## src/rtl/load_store_queue.sv

```systemverilog
// In-order load/store buffer feeding Memory.
// Snoops the CDB for pending operands and issues the oldest ready entry.
module load_store_queue #(
    parameter int DEPTH  = 4,
    parameter int TAG_W  = 4,
    parameter int DATA_W = 32
) (
    input  logic                     clk,
    input  logic                     rst_n,
    input  logic                     issueValid,
    input  logic                     issueOp,
    input  logic [TAG_W-1:0]         issueQj,
    input  logic [DATA_W-1:0]        issueVj,
    input  logic [TAG_W-1:0]         issueQk,
    input  logic [DATA_W-1:0]        issueVk,
    input  logic [DATA_W-1:0]        issueA,
    input  logic [TAG_W-1:0]         issueTag,
    output logic                     full,
    input  logic                     cdbValid,
    input  logic [TAG_W-1:0]         cdbTag,
    input  logic [DATA_W-1:0]        cdbData,
    input  logic                     memAvailable,
    output logic                     outEn,
    output logic [DATA_W-1:0]        dataIn1,
    output logic [DATA_W-1:0]        dataIn2,
    output logic                     op,
    output logic [DATA_W-1:0]        writeData,
    output logic [TAG_W-1:0]         memTag,
    output logic [$clog2(DEPTH):0]   count
);

    localparam int PTR_W = $clog2(DEPTH);
    localparam int CNT_W = PTR_W + 1;

    typedef struct packed {
        logic              valid;
        logic              op;
        logic [TAG_W-1:0]  qj;
        logic [DATA_W-1:0] vj;
        logic [TAG_W-1:0]  qk;
        logic [DATA_W-1:0] vk;
        logic [DATA_W-1:0] a;
        logic [TAG_W-1:0]  tag;
    } entry_t;

    typedef enum logic {S_IDLE, S_WAIT} state_t;

    entry_t             ent_q [DEPTH];
    entry_t             ent_d [DEPTH];
    logic [PTR_W-1:0]   head_q, head_d;
    logic [PTR_W-1:0]   tail_q, tail_d;
    logic [CNT_W-1:0]   count_q, count_d;
    logic               full_q, full_d;
    state_t             state_q, state_d;
    logic               out_en_q, out_en_d;
    logic [DATA_W-1:0]  data_in1_q, data_in1_d;
    logic [DATA_W-1:0]  data_in2_q, data_in2_d;
    logic               op_q, op_d;
    logic [DATA_W-1:0]  write_data_q, write_data_d;
    logic [TAG_W-1:0]   mem_tag_q, mem_tag_d;

    entry_t head_e;
    entry_t new_e;
    logic   cdb_live;
    logic   head_rdy;
    logic   push;
    logic   pop;

    always_comb begin
        head_e   = ent_q[head_q];
        cdb_live = cdbValid && (cdbTag != '0);
        // Readiness uses registered tags only; a same-cycle wake-up waits a cycle.
        head_rdy = head_e.valid && (head_e.qj == '0) &&
                   (head_e.op || (head_e.qk == '0));
        push     = issueValid && !full_q;
        pop      = (state_q == S_IDLE) && head_rdy && memAvailable;

        for (int i = 0; i < DEPTH; i++) begin
            ent_d[i] = ent_q[i];
            if (ent_q[i].valid && cdb_live) begin
                if (ent_q[i].qj == cdbTag) begin
                    ent_d[i].vj = cdbData;
                    ent_d[i].qj = '0;
                end
                if (ent_q[i].qk == cdbTag) begin
                    ent_d[i].vk = cdbData;
                    ent_d[i].qk = '0;
                end
            end
        end

        new_e       = '0;
        new_e.valid = 1'b1;
        new_e.op    = issueOp;
        new_e.qj    = issueQj;
        new_e.vj    = issueVj;
        new_e.qk    = issueQk;
        new_e.vk    = issueVk;
        new_e.a     = issueA;
        new_e.tag   = issueTag;
        if (cdb_live && (issueQj == cdbTag)) begin
            new_e.qj = '0;
            new_e.vj = cdbData;
        end
        if (cdb_live && (issueQk == cdbTag)) begin
            new_e.qk = '0;
            new_e.vk = cdbData;
        end

        head_d       = head_q;
        tail_d       = tail_q;
        state_d      = state_q;
        out_en_d     = 1'b0;
        data_in1_d   = data_in1_q;
        data_in2_d   = data_in2_q;
        op_d         = op_q;
        write_data_d = write_data_q;
        mem_tag_d    = mem_tag_q;

        unique case (state_q)
            S_IDLE: begin
                if (pop) begin
                    out_en_d     = 1'b1;
                    data_in1_d   = head_e.vj;
                    data_in2_d   = head_e.a;
                    op_d         = head_e.op;
                    write_data_d = head_e.op ? '0 : head_e.vk;
                    mem_tag_d    = head_e.op ? head_e.tag : '0;
                    ent_d[head_q].valid = 1'b0;
                    head_d       = head_q + PTR_W'(1);
                    state_d      = S_WAIT;
                end
            end
            S_WAIT: state_d = S_IDLE;
            default: state_d = S_IDLE;
        endcase

        if (push) begin
            ent_d[tail_q] = new_e;
            tail_d        = tail_q + PTR_W'(1);
        end

        count_d = count_q;
        if (push && !pop) count_d = count_q + CNT_W'(1);
        if (pop && !push) count_d = count_q - CNT_W'(1);
        full_d = (count_d == CNT_W'(DEPTH));
    end

    always_ff @(posedge clk or negedge rst_n) begin
        if (!rst_n) begin
            for (int i = 0; i < DEPTH; i++) ent_q[i] <= '0;
            head_q       <= '0;
            tail_q       <= '0;
            count_q      <= '0;
            full_q       <= 1'b0;
            state_q      <= S_IDLE;
            out_en_q     <= 1'b0;
            data_in1_q   <= '0;
            data_in2_q   <= '0;
            op_q         <= 1'b0;
            write_data_q <= '0;
            mem_tag_q    <= '0;
        end else begin
            for (int i = 0; i < DEPTH; i++) ent_q[i] <= ent_d[i];
            head_q       <= head_d;
            tail_q       <= tail_d;
            count_q      <= count_d;
            full_q       <= full_d;
            state_q      <= state_d;
            out_en_q     <= out_en_d;
            data_in1_q   <= data_in1_d;
            data_in2_q   <= data_in2_d;
            op_q         <= op_d;
            write_data_q <= write_data_d;
            mem_tag_q    <= mem_tag_d;
        end
    end

    assign full      = full_q;
    assign count     = count_q;
    assign outEn     = out_en_q;
    assign dataIn1   = data_in1_q;
    assign dataIn2   = data_in2_q;
    assign op        = op_q;
    assign writeData = write_data_q;
    assign memTag    = mem_tag_q;

endmodule

```

## config.mk

```make
export PLATFORM = sky130hd
export DESIGN_NAME = load_store_queue
export DESIGN_NICKNAME = d
export VERILOG_FILES = /design/src/rtl/load_store_queue.sv
export SDC_FILE = /design/constraint.sdc
export NUM_CORES = 1
export LEC_CHECK = 0
export CELL_PAD_IN_SITES_DETAIL_PLACEMENT = 0
export CELL_PAD_IN_SITES_GLOBAL_PLACEMENT = 1
export CORE_ASPECT_RATIO = 0.75
export CORE_MARGIN = 3
export CORE_UTILIZATION = 40
export CTS_CLUSTER_DIAMETER = 120
export CTS_CLUSTER_SIZE = 30
export DETAILED_ROUTE_END_ITERATION = 7
export GPL_ROUTABILITY_DRIVEN = 0
export PLACE_DENSITY = 0.69
export SYNTH_ARGS = -nofsm -noshare
export SYNTH_HDL_FRONTEND = slang
export SYNTH_SLANG_ARGS = --single-unit
```

## constraint.sdc

```tcl
create_clock -name clk -period 4.7 [get_ports clk]
set_input_delay 0.94 -clock clk [delete_from_list [all_inputs] [get_ports clk]]
set_output_delay 0.94 -clock clk [all_outputs]
set_load 0.02 [all_outputs]
```

# After elaboration in Yosys (flattened, before gate mapping)

Cells that the tools add are included.

Register bits: 551
Bits of input ports: 150
Output and inout bits: 106
Logic and storage cells: 122

$add $sub $neg: 4
Magnitude comparators: 4
Equality and inequality tests: 11
Multiplexer cells: 33
Bitwise gates (word level): 3
Reductions and logical operators: 24

Operators with widths:

| cell                                                                  | count |
|---|---|
| 440-bit 2-to-1 mux                                                    | 3 |
| 440-bit bitwise mux                                                   | 2 |
| 110-bit demux with 2-bit select                                       | 2 |
| 110-bit 2-to-1 mux                                                    | 4 |
| 36-bit 2-to-1 mux                                                     | 10 |
| 72-bit 2-to-1 mux                                                     | 4 |
| 110-bit binary-select mux with 2-bit select                           | 1 |
| 4-bit equality test                                                   | 10 |
| 32-bit 2-to-1 mux                                                     | 1 |
| 1-bit logical AND                                                     | 16 |
| 4-bit logical NOT                                                     | 2 |
| 3-bit greater-or-equal comparator (second input constant)             | 2 |
| 3-bit by 1-bit < comparator with 1-bit output (second input constant) | 2 |
| 3-bit 2-to-1 mux                                                      | 2 |
| 2-bit inverter with 3-bit output                                      | 2 |
| 2-bit by 1-bit adder with 2-bit output (second input constant)        | 2 |
| 4-bit 2-to-1 mux                                                      | 1 |
| 4-bit nonzero test                                                    | 1 |
| 3-bit by 1-bit adder with 3-bit output (second input constant)        | 1 |
| 3-bit equality test (second input constant)                           | 1 |
| 1-bit logical NOT                                                     | 3 |
| 3-bit by 1-bit subtractor with 3-bit output (second input constant)   | 1 |
| 1-bit 2-to-1 mux                                                      | 2 |
| 1-bit one-hot mux with 2 select lines                                 | 1 |
| 3 further kinds                                                       | 3 |

# Depth between registers and ports, before layout

Word-level depth: 14
Mapped depth: 10
Mapped depth without buffers: 7

# Least setup slack after synthesis

OpenSTA, ideal clock, no wires.

Path type: input -> register
Start point: input cdbTag[0]
End point: register ent_q[100] (netlist name)
Library setup time: 0.133 ns
Arrival time: 2.555 ns
Data required time: 4.567 ns
Path slack: 2.013 ns
Stages on the path: 9
Buffers on the path: 3
Cell sequence: or4_1 > and2_4 > and3_1 > buf_2 > or2_1 > buf_6 > buf_6 > o22ai_1 > a21oi_1

RTL lines:

| element         | line | source |
|---|---|---|
| start, declared | 20   | `input logic [TAG_W-1:0] cdbTag,` |

==> metrics.md <==
| Metric | Value |
|---|---|
| Register bit total from synthesis | `550` |
| Largest net degree at the start of global routing | `103` |
| Synth Area per Inst | `10.9 um2` |
| Pins over their slew limit | `0` |
| Worst r2r src | `head_q[0]` |
| Filler cell count | `5,364` |
| Initial Util | `40.9%` |
| Post-Synth Simple-Gate Area | `10.8%` |
| Synth Area in Compound Gates | `14.2%` |
| Final-report setup violation count | `0` |
| Status | `finished, final reports clean` |
| Highest clock rate | `286 MHz` |
| Layout cell share with drive strength beyond 1 | `9.00%` |
| Clock Root Buffer | `clkbuf_16` |
| Post-synthesis mux area share | `12.3%` |
| H-tree levels | `1` |
| Sequential power share | `42.0%` |
| Worst-path fanout max | `32` |
| Adder-Cell Fraction of Synth Area | `0.512%` |
| Initial DRC Count | `1,649` |
| Io pins | `256` |
| Synth Instances | `2,242` |
| Vias in the first global route | `19,300` |
| RSZ-0062 raised after global routing | `false` |
| Pre-antenna DRT Iters | `5` |
| # rows | `77` |
| Placed wire-length estimate | `48,100 um` |
| Initial antenna violation count | `2` |
| Synth Warn # | `0` |
| Layout Cells excl Fill | `3,202` |
| Power density cells | `701 nW/um2` |
| Total Wirelength | `76,400 um` |
| Setup Buffers After CTS | `0` |
| DR WL/cell | `23.8 um` |
| Critical path endpoint category | `flop` |
| CP startpoint | `cdbTag[1]` |
| Gate power share | `46.0%` |
| Register area | `13,800 um2` |
| CTS Buf Count | `22` |
| Total placed cells including tap cells | `3,176` |
| Via count | `18,800` |
| Ys flop type | `dfrtp_1` |
| Final Util | `47.7%` |
| Post-synth EDFFs | `0` |
| Fin crit share | `74.3%` |
| Chip width | `291 um` |
| Endpoints failing hold | `0` |
| Post-synthesis net count | `2,402` |
| Clk slew on worst S/H paths | `0.12 ns` |
| Register area share after synthesis | `56.4%` |
| Clk pwr share | `12.0%` |
| First-pass GRT wire length | `118,000 um` |
| Core footprint | `59,600 um2` |
| Die ar. | `64,100 um2` |
| Vias/cell | `5.86` |
| XOR/XNOR share of the synthesized area | `1.58%` |
| Largest family of logic cells by synthesized area | `compound AO/OA/AOI/OAI gates` |
| CP required | `5.16 ns` |
| Critical Path Start Type | `input pin` |
| Global route overflow | `0` |
| Sw Share | `39.5%` |
| Area Overhead vs Synth | `16.5%` |
| Clock Path Buffers | `3` |
| Internal power | `12.1 mW` |
| Port buffer count | `255` |
| Synthesized cell area | `24,400 um2` |
| # DRC | `0` |
| Leak Pwr | `12.1 nW` |
| Clk_lat worst skew | `0.59 ns` |
| Clock skew | `0.0313 ns` |
| Pre-CTS setup slack | `0.700 ns` |
| CP Class | `in -> reg` |
| Hold Path Class | `in -> async` |
| Final #Nets | `2,570` |
| Synth unique cells | `42` |
| Total global-route track usage | `23.5%` |
| CTS tree | `built` |
| Routed Antenna Nets | `0` |
| Post-CTS sizing | `0` |
| Peak VDD IR | `391 uV` |
| Asr flop ratio synth | `100%` |
| P_sw | `7.88 mW` |
| Post-CTS Hold Fix Bufs | `0` |
| Min Tclk post-route | `3.49 ns` |
| Max Cap Violations | `0` |
| Setup TNS | `0 ns` |
| Die height | `220 um` |
| Rel. slew slack | `29.4%` |
| Data arrival, critical path | `3.95 ns` |
| Area of the multi-input gates | `9760 um2` |
| Clk sinks | `550` |
| Actual slew at the worst max-slew pin | `1.06 ns` |
| Setup WS post-layout | `1.21 ns` |
cells in the mapped netlist (all sizes together), types with 7 or more instances:
cell / instances / area, um2
ha: 10 / 125
xor2: 28 / 245
nand3: 8 / 40.0
mux2: 66 / 743
clkbuf: 81 / 304
nand2b: 34 / 213
xnor2: 16 / 140
or2: 7 / 43.8
nor4: 14 / 87.6
mux4: 100 / 2250
a21oi: 261 / 1310
nand2: 558 / 2090
o22ai: 288 / 1800
dfrtp: 550 / 13800
buf: 92 / 587
o21ai: 51 / 255
inv: 40 / 150
power by group through the flow:
stage               Sequential [mW]  Combinational [mW]  Clock, mW
floorplan                      8.42                5.94          0
global placement               8.38                8.97          0
detailed placement             8.47                9.19          0
CTS                            8.38                9.21       2.47
global route                   8.66                10.0       2.63
finish                         8.39                9.18       2.39
per-stage QoR:
step	total power [mW]	area, um2	hold WS (ns)
global route	21.3	28500	0.425
floorplan	14.4	24400	0.438
CTS	20.1	28500	0.437
detailed placement	17.7	27900	0.457
global placement	17.4	27900	0.452
finish	20.0	28500	0.384
layout by cell type, fill, tap and decap left out, types with 2 or more instances in the layout:
master,n
and3_1,6
mux4_2,100
nor4_1,14
or2_1,6
o21ai_0,11
ha_1,10
clkbuf_16,23
dfrtp_4,2
o21ai_4,10
mux2_1,64
nand2b_1,34
a21oi_1,260
buf_4,49
nor2_1,5
mux2_2,2
inv_1,39
and2_2,4
o22ai_1,288
nand3_1,8
nand2_1,553
nor3_1,4
nand4_1,4
o21ai_1,30
nand2_2,4
buf_12,13
o2111ai_1,2
dfrtp_1,548
clkdlybuf4s50_1,254
xnor2_1,16
xor2_1,28
kinds of logic (layout without fill, tap and decap cells):
group	count (synthesis)	count (layout)
other	0	1
multiplexers	167	167
AO/OA/AOI/OAI	609	609
buffers and inverters	213	382
flip-flops	550	550
XOR/XNOR	44	44
AND/OR/NAND/NOR	649	649
adder cells (fa/ha/maj)	10	10
flip-flops by register name (all words and copies together), names as in the netlist, 2 cells and up:
register and cells:
count 3, dataIn1 32, dataIn2 32, ent_q 440, head_q 2, memTag 4, tail_q 2, writeData 32
metal layers:
layer | GRT usage (%) | up-vias | wire length, um
met5 | 0 | - | 10
met4 | 5.46 | 2 | 1580
met3 | 4.04 | 104 | 5450
met2 | 38.1 | 748 | 36100
met1 | 33.3 | 9651 | 33300
li1 | - | 8274 | -
worst paths after layout:
check                           endpoint  slack (ns)  depth (start not counted)
max in group asynchronous     ent_q[416]        3.21                          3
max reg2reg                   dataIn1[8]        1.37                          4
min reg2reg                   ent_q[117]        0.48                          2
max                            ent_q[52]        1.21                          8
min in group clk              ent_q[117]        0.48                          2
min                        writeData[11]        0.38                          1
cell type report:
| type | count | area share, % |
|---|---|---|
| repair buffers | 317 | 11.2 |
| well taps | 790 | 3.47 |
| flip-flops and latches | 550 | 48.4 |
| diodes | 1 | 0.00879 |
| multi-input cells | 1479 | 34.3 |
| inverters | 40 | 0.536 |
| clock inverters | 1 | 0.0703 |
| clock buffers | 24 | 2.04 |
critical path, cell delays in order:
cell,delay (ns)
clkdlybuf4s50_1,0.81
o41ai_2,0.78
nor3_1,0.13
nand3_1,0.51
nand2_1,0.11
buf_4,0.33
o22ai_1,0.25
a21oi_1,0.06
Power figures use the tool's default switching activity.
